<file path="src/rtl/hazard_ctrl.sv">
// Pipeline hazard controller: load-use bubbles, branch/jump flushes and MDU occupancy stalls.
// Optional HAZARD_STATS_EN builds 32-bit stall-cycle and redirect counters; otherwise those ports read 0.
module hazard_ctrl #(
  parameter int MDU_CYCLES = 32,
  parameter int CNT_W      = 6
) (
  input  logic        Clk,
  input  logic        Rst_n,
  input  logic        MemRead_EX,
  input  logic [4:0]  Rt_EX,
  input  logic [4:0]  Rs_ID,
  input  logic [4:0]  Rt_ID,
  input  logic        UseRs_ID,
  input  logic        UseRt_ID,
  input  logic        BranchTaken_EX,
  input  logic        Jump_EX,
  input  logic        MduStart_EX,
  input  logic        MduUse_ID,
  output logic        stall_PC,
  output logic        stall_IF_ID,
  output logic        flush_IF_ID,
  output logic        stall_ID_EX,
  output logic        flush_ID_EX,
  output logic        loaduse_out,
  output logic        mdu_busy,
  output logic [31:0] StallCycles,
  output logic [31:0] FlushCount
);

  // state | meaning
  // RUN   | no bubble pending, MDU idle
  // LU    | load-use bubble issued last cycle; lu suppressed for this cycle
  // BUSY  | MDU counter running
  typedef enum logic [1:0] {RUN, LU, BUSY} state_t;

  state_t             state, state_nxt;
  logic [CNT_W-1:0]   cnt, cnt_nxt;
  logic               redirect, lu, mduhaz, busy_int;

  assign busy_int = (cnt != '0);
  assign redirect = BranchTaken_EX | Jump_EX;
  assign lu       = MemRead_EX && (Rt_EX != 5'd0) &&
                    ((UseRs_ID && (Rs_ID == Rt_EX)) || (UseRt_ID && (Rt_ID == Rt_EX))) &&
                    (state != LU);
  assign mduhaz   = MduUse_ID & (busy_int | MduStart_EX);

  always_ff @(posedge Clk) begin
    if (!Rst_n) begin
      state <= RUN;
      cnt   <= '0;
    end else begin
      state <= state_nxt;
      cnt   <= cnt_nxt;
    end
  end

  // The MDU start belongs to the older EX instruction, so it is honoured even under a redirect.
  always_comb begin
    cnt_nxt = busy_int ? cnt - CNT_W'(1) : '0;
    if (MduStart_EX) cnt_nxt = CNT_W'(MDU_CYCLES - 1);

    state_nxt = state;
    if (MduStart_EX)
      state_nxt = BUSY;
    else if (!redirect && lu)
      state_nxt = LU;
    else if (state == LU || state == BUSY)
      state_nxt = (cnt_nxt != '0) ? BUSY : RUN;
  end

  always_comb begin
    stall_PC    = 1'b0;
    stall_IF_ID = 1'b0;
    flush_IF_ID = 1'b0;
    stall_ID_EX = 1'b0;
    flush_ID_EX = 1'b0;
    loaduse_out = 1'b0;
    mdu_busy    = 1'b0;
    if (!Rst_n) begin
      flush_IF_ID = 1'b1;
      flush_ID_EX = 1'b1;
    end else begin
      mdu_busy = busy_int;
      if (redirect) begin
        flush_IF_ID = 1'b1;
        flush_ID_EX = 1'b1;
      end else if (lu) begin
        stall_PC    = 1'b1;
        stall_IF_ID = 1'b1;
        flush_ID_EX = 1'b1;
        loaduse_out = 1'b1;
      end else if (mduhaz) begin
        stall_PC    = 1'b1;
        stall_IF_ID = 1'b1;
        flush_ID_EX = 1'b1;
      end
    end
  end

`ifdef HAZARD_STATS_EN
  logic [31:0] stall_cnt, flush_cnt;

  always_ff @(posedge Clk) begin
    if (!Rst_n) begin
      stall_cnt <= '0;
      flush_cnt <= '0;
    end else begin
      if (stall_PC) stall_cnt <= stall_cnt + 32'd1;
      if (redirect) flush_cnt <= flush_cnt + 32'd1;
    end
  end

  assign StallCycles = Rst_n ? stall_cnt : 32'b0;
  assign FlushCount  = Rst_n ? flush_cnt : 32'b0;
`else
  assign StallCycles = 32'b0;
  assign FlushCount  = 32'b0;
`endif

endmodule
</file>
<file path="config.mk">
export PLATFORM = sky130hd
export DESIGN_NAME = hazard_ctrl
export DESIGN_NICKNAME = d
export VERILOG_FILES = /design/src/rtl/hazard_ctrl.sv
export SDC_FILE = /design/constraint.sdc
export NUM_CORES = 1
export LEC_CHECK = 0
export ABC_AREA = 1
export CAP_MARGIN = 40
export CORE_ASPECT_RATIO = 1.75
export CORE_MARGIN = 5
export CORE_UTILIZATION = 31
export DETAILED_ROUTE_END_ITERATION = 10
export MAX_ROUTING_LAYER = met4
export PLACE_DENSITY = 0.79
export SYNTH_ARGS = -nofsm -noshare
export SYNTH_HDL_FRONTEND = slang
export SYNTH_SLANG_ARGS = --single-unit
</file>
<file path="constraint.sdc">
create_clock -name Clk -period 1.4 [get_ports Clk]
set_input_delay 0.35 -clock Clk [delete_from_list [all_inputs] [get_ports Clk]]
set_output_delay 0.35 -clock Clk [all_outputs]
set_load 0.02 [all_outputs]
</file>
==> results.toml, run 1 <==
[status]
status = "finished, violations left"
failing_checks = "setup timing"

[routing]
vias = 1230
postRouteAntennaNets = 0
drt-vias-per-instance = 3.94
residual_drc_count = 0
drt_iter0_drc = 37
drtPass1Iterations = 4
drt-wirelength-per-cell_um = 10.1
drt_wl_total_um = 3150

[clocking]
clock_path_buffers = 2
ctsHoldBuffers = 0
cts-buffers-inserted = 3
clock_transition_at_path_regs_ns = 0.04
cts_tree = "yes"
clock_sinks = 8
clock_tree_root = "clkbuf_8"
clkLatencyLatePin_ns = 0.23
clock_h_tree_levels = 1

[setup_path]
cp_cell_sequence = "inv_2 > ha_4 > nand4_1 > a22oi_2 > nand3_2 > buf_6"
cp_num_buf_inv = 2
setup.worst_path.class = "reg -> out"
timing.critical_path.required_ns = 1.05
cpPeakStageDelay_ns = 0.32
worstPathMaxFanout = 2
cell_class_contributing_the_biggest_share_of_worst_path_delay = "flip-flops"
critPathArrivalTime_ns = 1.45
slowest_stage = "dfxtp_2"
critical_path_launch_point_type = "flop"
endpoint_kind = "output pin"

[power]
cellLeakagePower_nw = 0.991
proportion_of_power_drawn_by_flip_flops_and_latches = 0.224
portion_of_total_power_attributed_to_the_clock_network = 0.237
netSwitchingFraction = 0.416
power_frac_comb = 0.539
cellPowerDensity_nw_per_um2 = 665
net-switching-power_mw = 0.491
cell_internal_pwr_mw = 0.690
vdd.ir_drop.worst_mv = 0.484

[timing]
setup_viol = 6
final.setup_skew_ns = 0.00559
period_share = 1.29
max_freq_mhz = 555
report.final.slew_viol_count = 0
setup_ws_ns = -0.401
finalHoldViolCount = 0
rsz0062_at_grt = "true"
final.min_clock_period_ns = 1.80

[final_layout]
final_common_cell = "conb_1"
stdcell_count = 312
insertedDiodeCount = 0
proportion_of_layout_cells_with_a_drive_suffix_above_1 = 0.424
most_frequent_cells_in_the_layout = "conb_1 (65), nand2_1 (36), buf_4 (32)"
area_delta_synth_final_pct = 45.4
finish.net_count = 293

[synthesis]
synth_sequential_area_ratio = 0.131
syn_avg_cell_area_sq_um = 6.14
synth_cell_type_count = 19
synth_top_cell_area_share = 0.406
yosys_register_bits = 8
yosysWarnings = 0
yosysTopAreaCell = "buf_4"
post_synth_inst_count = 199
synthTopCellsByArea = "buf_4 (41%), nand2_1 (15%), dfxtp_1 (13%)"
syn_area_sq_um = 1220

[job]
max_cap_viol_count = 0

[placement]
placed_cell_count = 299
placement.io_buffers = 29
pre_cts_slack_ns = -1.15
place_hpwl_um = 2520
place.gp.congestion = 0.871

[floorplanning]
initial_core_util = 0.316
top_level_ports = 95
core_sq_um = 3870
floorplan.die_area_sq_um = 5340
rows = 30
y_dimension_of_the_die_um = 93.0
floorplan.die.width_um = 57.4

[grt]
grt_pass1_vias = 1157
number_of_antenna_violations_at_the_first_check_in_global_routing = 0
grt.overflow.total = 0
grt.total_usage = 0.110
grt_max_degree = 9
grt_first_pass_wirelength_um = 4650

[min_path]
holdCritPathClass = "reg -> reg"
area by class of cell:
| cell class | count | area [sq um] |
|---|---|---|
| Sequential cell | 8 | 163 |
| Fill cell | 376 | 2090 |
| Tap cell | 48 | 60.1 |
| Inverter | 24 | 95.1 |
| Timing Repair Buffer | 64 | 544 |
| Multi-Input combinational cell | 165 | 872 |
| Clock buffer | 3 | 41.3 |
registers in the layout, indices dropped and copies added (netlist names):
name,cells
cnt,6
state,2
worst paths after layout:
check	start	end	slack, ns	cells after the start
max reg2reg	cnt[1]	state[1]	-0.09	11
min	state[0]	state[0]	0.46	2
max	cnt[1]	flush_ID_EX	-0.40	6
min reg2reg	state[0]	state[0]	0.46	2
cell families after synthesis:
family / share of synthesized area
DFF: 0.131
and+or+nand+nor: 0.309
other: 0.00307
buffers and inverters: 0.480
adders and majority gates: 0.0307
AOI/OAI and AO/OA: 0.0461
synth_stat cells:
| library cell | number |
|---|---|
| nand3_1 | 11 |
| a21oi_1 | 7 |
| inv_2 | 1 |
| nand2_1 | 49 |
| inv_1 | 23 |
| conb_1 | 1 |
| a22oi_1 | 1 |
| buf_4 | 66 |
| nand4_1 | 2 |
| nor2_1 | 18 |
| nand3_4 | 1 |
| nor2_4 | 1 |
| dfxtp_1 | 8 |
| nor3b_1 | 1 |
| a21oi_2 | 1 |
| nor3_1 | 2 |
| nor2_2 | 2 |
| o21ai_0 | 1 |
| ha_1 | 3 |
power by group through the flow:
stage / combinational, mW / clock [mW] / sequential, mW
finish: 0.637 / 0.280 / 0.264
global route: 0.692 / 0.299 / 0.265
CTS: 0.577 / 0.283 / 0.263
detailed placement: 0.541 / 0 / 0.267
global placement: 0.532 / 0 / 0.266
floorplan: 0.468 / 0 / 0.266
per-layer routing:
layer	global-route usage	wire length [um]	up-vias
li1	-	-	609
met1	0.0992	966	529
met2	0.215	1660	83
met3	0.0221	431	9
met4	0.0426	90	0
met5	-	0	-
repair_timing:
action                                  4_1_cts  5_1_grt
endpoints found under the setup margin        9       11
gates resized for setup                      98       64
pin swaps                                    20       33
buffers inserted                              7        7
stage by stage:
step / utilization / instance area (sq um) / TNS [ns] / total power, mW / hold WS [ns]
after floorplan: - / 1500 / -0.213 / 0.734 / 0.436
after global placement: 0.399 / 1540 / -6.72 / 0.798 / 0.443
after detailed placement: 0.399 / 1540 / -7.03 / 0.808 / 0.461
after CTS: 0.435 / 1680 / -1.86 / 1.12 / 0.466
after global routing: 0.459 / 1780 / -1.96 / 1.26 / 0.508
final: 0.459 / 1780 / -1.54 / 1.18 / 0.464
worst min-delay path, cell delays in order (launching register included):
cell,delay [ns]
dfxtp_1,0.31
nand2_1,0.05
a21oi_1,0.06
No activity file was read; power rests on OpenSTA's default activity.
==> run 2, diff against run 1 <==
--- a/config.mk
+++ b/config.mk
@@ -9,10 +9,10 @@
 export CAP_MARGIN = 40
 export CORE_ASPECT_RATIO = 1.75
 export CORE_MARGIN = 5
-export CORE_UTILIZATION = 31
+export CORE_UTILIZATION = 30
 export DETAILED_ROUTE_END_ITERATION = 10
 export MAX_ROUTING_LAYER = met4
-export PLACE_DENSITY = 0.79
+export PLACE_DENSITY = 0.76
 export SYNTH_ARGS = -nofsm -noshare
 export SYNTH_HDL_FRONTEND = slang
 export SYNTH_SLANG_ARGS = --single-unit
==> results.toml, run 2 (synthesis results as in run 1) <==
[timing]
setup_viol = 7
finalHoldViolCount = 0
final.setup_skew_ns = 0.000285
hold-worst-slack_ns = 0.493
rsz0062_at_grt = "true"
setup_ws_ns = -0.443
period_share = 1.32
max_freq_mhz = 543
final.min_clock_period_ns = 1.84
report.final.slew_viol_count = 0

[placement]
place.gp.congestion = 0.885
place_hpwl_um = 2540
placement.io_buffers = 29
cell_area_reported_after_detailed_placement_sq_um = 1530

[min_path]
holdCritPathClass = "reg -> reg"

[floorplanning]
core_sq_um = 3900
floorplan.die.width_um = 58.2
y_dimension_of_the_die_um = 94.4
initial_core_util = 0.313
top_level_ports = 95
rows = 30
floorplan.die_area_sq_um = 5500

[final_layout]
final_common_cell = "conb_1"
fillerInstances = 395
area_delta_synth_final_pct = 41.4
utilization = 0.442
top_flop_regs = "cnt x6, state x2"
multi_input_area_sq_um = 852
regMostFlops = "cnt"
ff_latch_area_sq_um = 164
insertedDiodeCount = 0
proportion_of_layout_cells_with_a_drive_suffix_above_1 = 0.392
finish.net_count = 289
most_frequent_cells_in_the_layout = "conb_1 (65), nand2_1 (43), buf_4 (25)"
final_cell_area_sq_um = 1730
largest_register_ff_count = 6

[clocking]
clock_tree_root = "clkbuf_8"
cts-buffers-inserted = 3
clock_path_buffers = 2
clkLatencyLatePin_ns = 0.23
cts_tree = "yes"
clock_h_tree_levels = 1
clock_sinks = 8
clock_transition_at_path_regs_ns = 0.04

[status]
failing_checks = "setup timing"
status = "finished, violations left"

[setup_path]
setup.worst_path.class = "reg -> out"
critical_path_launch_point_type = "flop"
critPathArrivalTime_ns = 1.49
timing.critical_path.required_ns = 1.05
worstPathMaxFanout = 2
endpoint_kind = "output pin"

[routing]
drt_iter0_drc = 34
vias = 1250
postRouteAntennaNets = 0
drt-vias-per-instance = 4.06
drt-wirelength-per-cell_um = 10.5
drtPass1Iterations = 4
drt_wl_total_um = 3230
residual_drc_count = 0

[grt]
grt_max_degree = 9
grt_pass1_vias = 1131
number_of_antenna_violations_at_the_first_check_in_global_routing = 0
grt.total_usage = 0.106
grt_first_pass_wirelength_um = 4520
grt.overflow.total = 0

[power]
power_mw = 1.14
cellLeakagePower_nw = 0.964
cellPowerDensity_nw_per_um2 = 662
vdd.ir_drop.worst_mv = 0.561

[job]
max_cap_viol_count = 0
[run 2: cell count changes in the layout (fill, tap and decap cells not counted), moves of 2 or more]
| cell | previous run | this run |
|---|---|---|
| buf_2 | 0 | 8 |
| buf_4 | 32 | 25 |
| nand2_1 | 36 | 43 |
| clkbuf_2 | 8 | 2 |
| nand2_2 | 10 | 5 |
| nor2_2 | 9 | 4 |
| nor2_1 | 9 | 13 |
| a21oi_2 | 2 | 5 |
| a21oi_1 | 5 | 3 |
| nand2_4 | 3 | 1 |
[run 2: timing repair]
action	4_1_cts	5_1_grt
gates resized for setup	140	25
hold buffers	0	0
pin swaps	39	22
buffers inserted	9	4
gates cloned	0	0
endpoints found under the setup margin	8	9
[run 2: final timing paths]
check | startpoint | end | slack (ns) | cells after the start
setup / recovery | cnt[1] | flush_ID_EX | -0.44 | 6
hold / removal | state[0] | state[0] | 0.49 | 2
setup reg to reg | cnt[0] | state[1] | -0.11 | 13
hold reg to reg | state[0] | state[0] | 0.49 | 2
[run 2: routing by layer]
metal  wire length [um]  global-route usage  up-vias
met2               1830               0.211       83
met1                935              0.0932      562
met4                 44              0.0406        0
met3                415              0.0205        6
met5                  0                   -        -
li1                   -                   -      599
[run 2: layout make-up]
cell class                 count  share of cell area
multi-input combinational    165               0.493
timing repair buffer          60               0.296
sequential                     8              0.0949
inverter                      24              0.0565
tap                           48              0.0348
clock buffer                   3              0.0239
[run 2: metrics by stage]
step | worst slack, ns | instances | setup TNS [ns]
4_1_cts | -0.403 | 307 | -1.73
6_report | -0.443 | 308 | -1.63
2_1_floorplan | -0.0951 | 263 | -0.213
5_1_grt | -0.491 | 308 | -2.05
3_5_place_dp | -1.15 | 297 | -6.79
3_3_place_gp | -1.14 | 297 | -6.75
[run 2: power by group]
group	internal, mW	total [mW]	switching (mW)
logic	0.231	0.601	0.370
registers	0.249	0.264	0.0151
clock network	0.186	0.278	0.0913
[run 2: critical path: stages, from the launching register on]
cell and delay [ns]:
dfxtp_2 0.32, inv_2 0.07, ha_4 0.13, nand4_1 0.16
a22oi_2 0.30, nand3_2 0.13, buf_6 0.16
==> run 3, diff against run 2 <==
--- a/config.mk
+++ b/config.mk
@@ -6,13 +6,14 @@
 export NUM_CORES = 1
 export LEC_CHECK = 0
 export ABC_AREA = 1
-export CAP_MARGIN = 40
+export CAP_MARGIN = 25
 export CORE_ASPECT_RATIO = 1.75
 export CORE_MARGIN = 5
-export CORE_UTILIZATION = 30
+export CORE_UTILIZATION = 31
 export DETAILED_ROUTE_END_ITERATION = 10
 export MAX_ROUTING_LAYER = met4
-export PLACE_DENSITY = 0.76
+export PLACE_DENSITY = 0.79
+export RECOVER_POWER = 25
 export SYNTH_ARGS = -nofsm -noshare
 export SYNTH_HDL_FRONTEND = slang
 export SYNTH_SLANG_ARGS = --single-unit
==> results of run 3 <==
The final DEF is identical to that of run 1; final timing and power are the same.
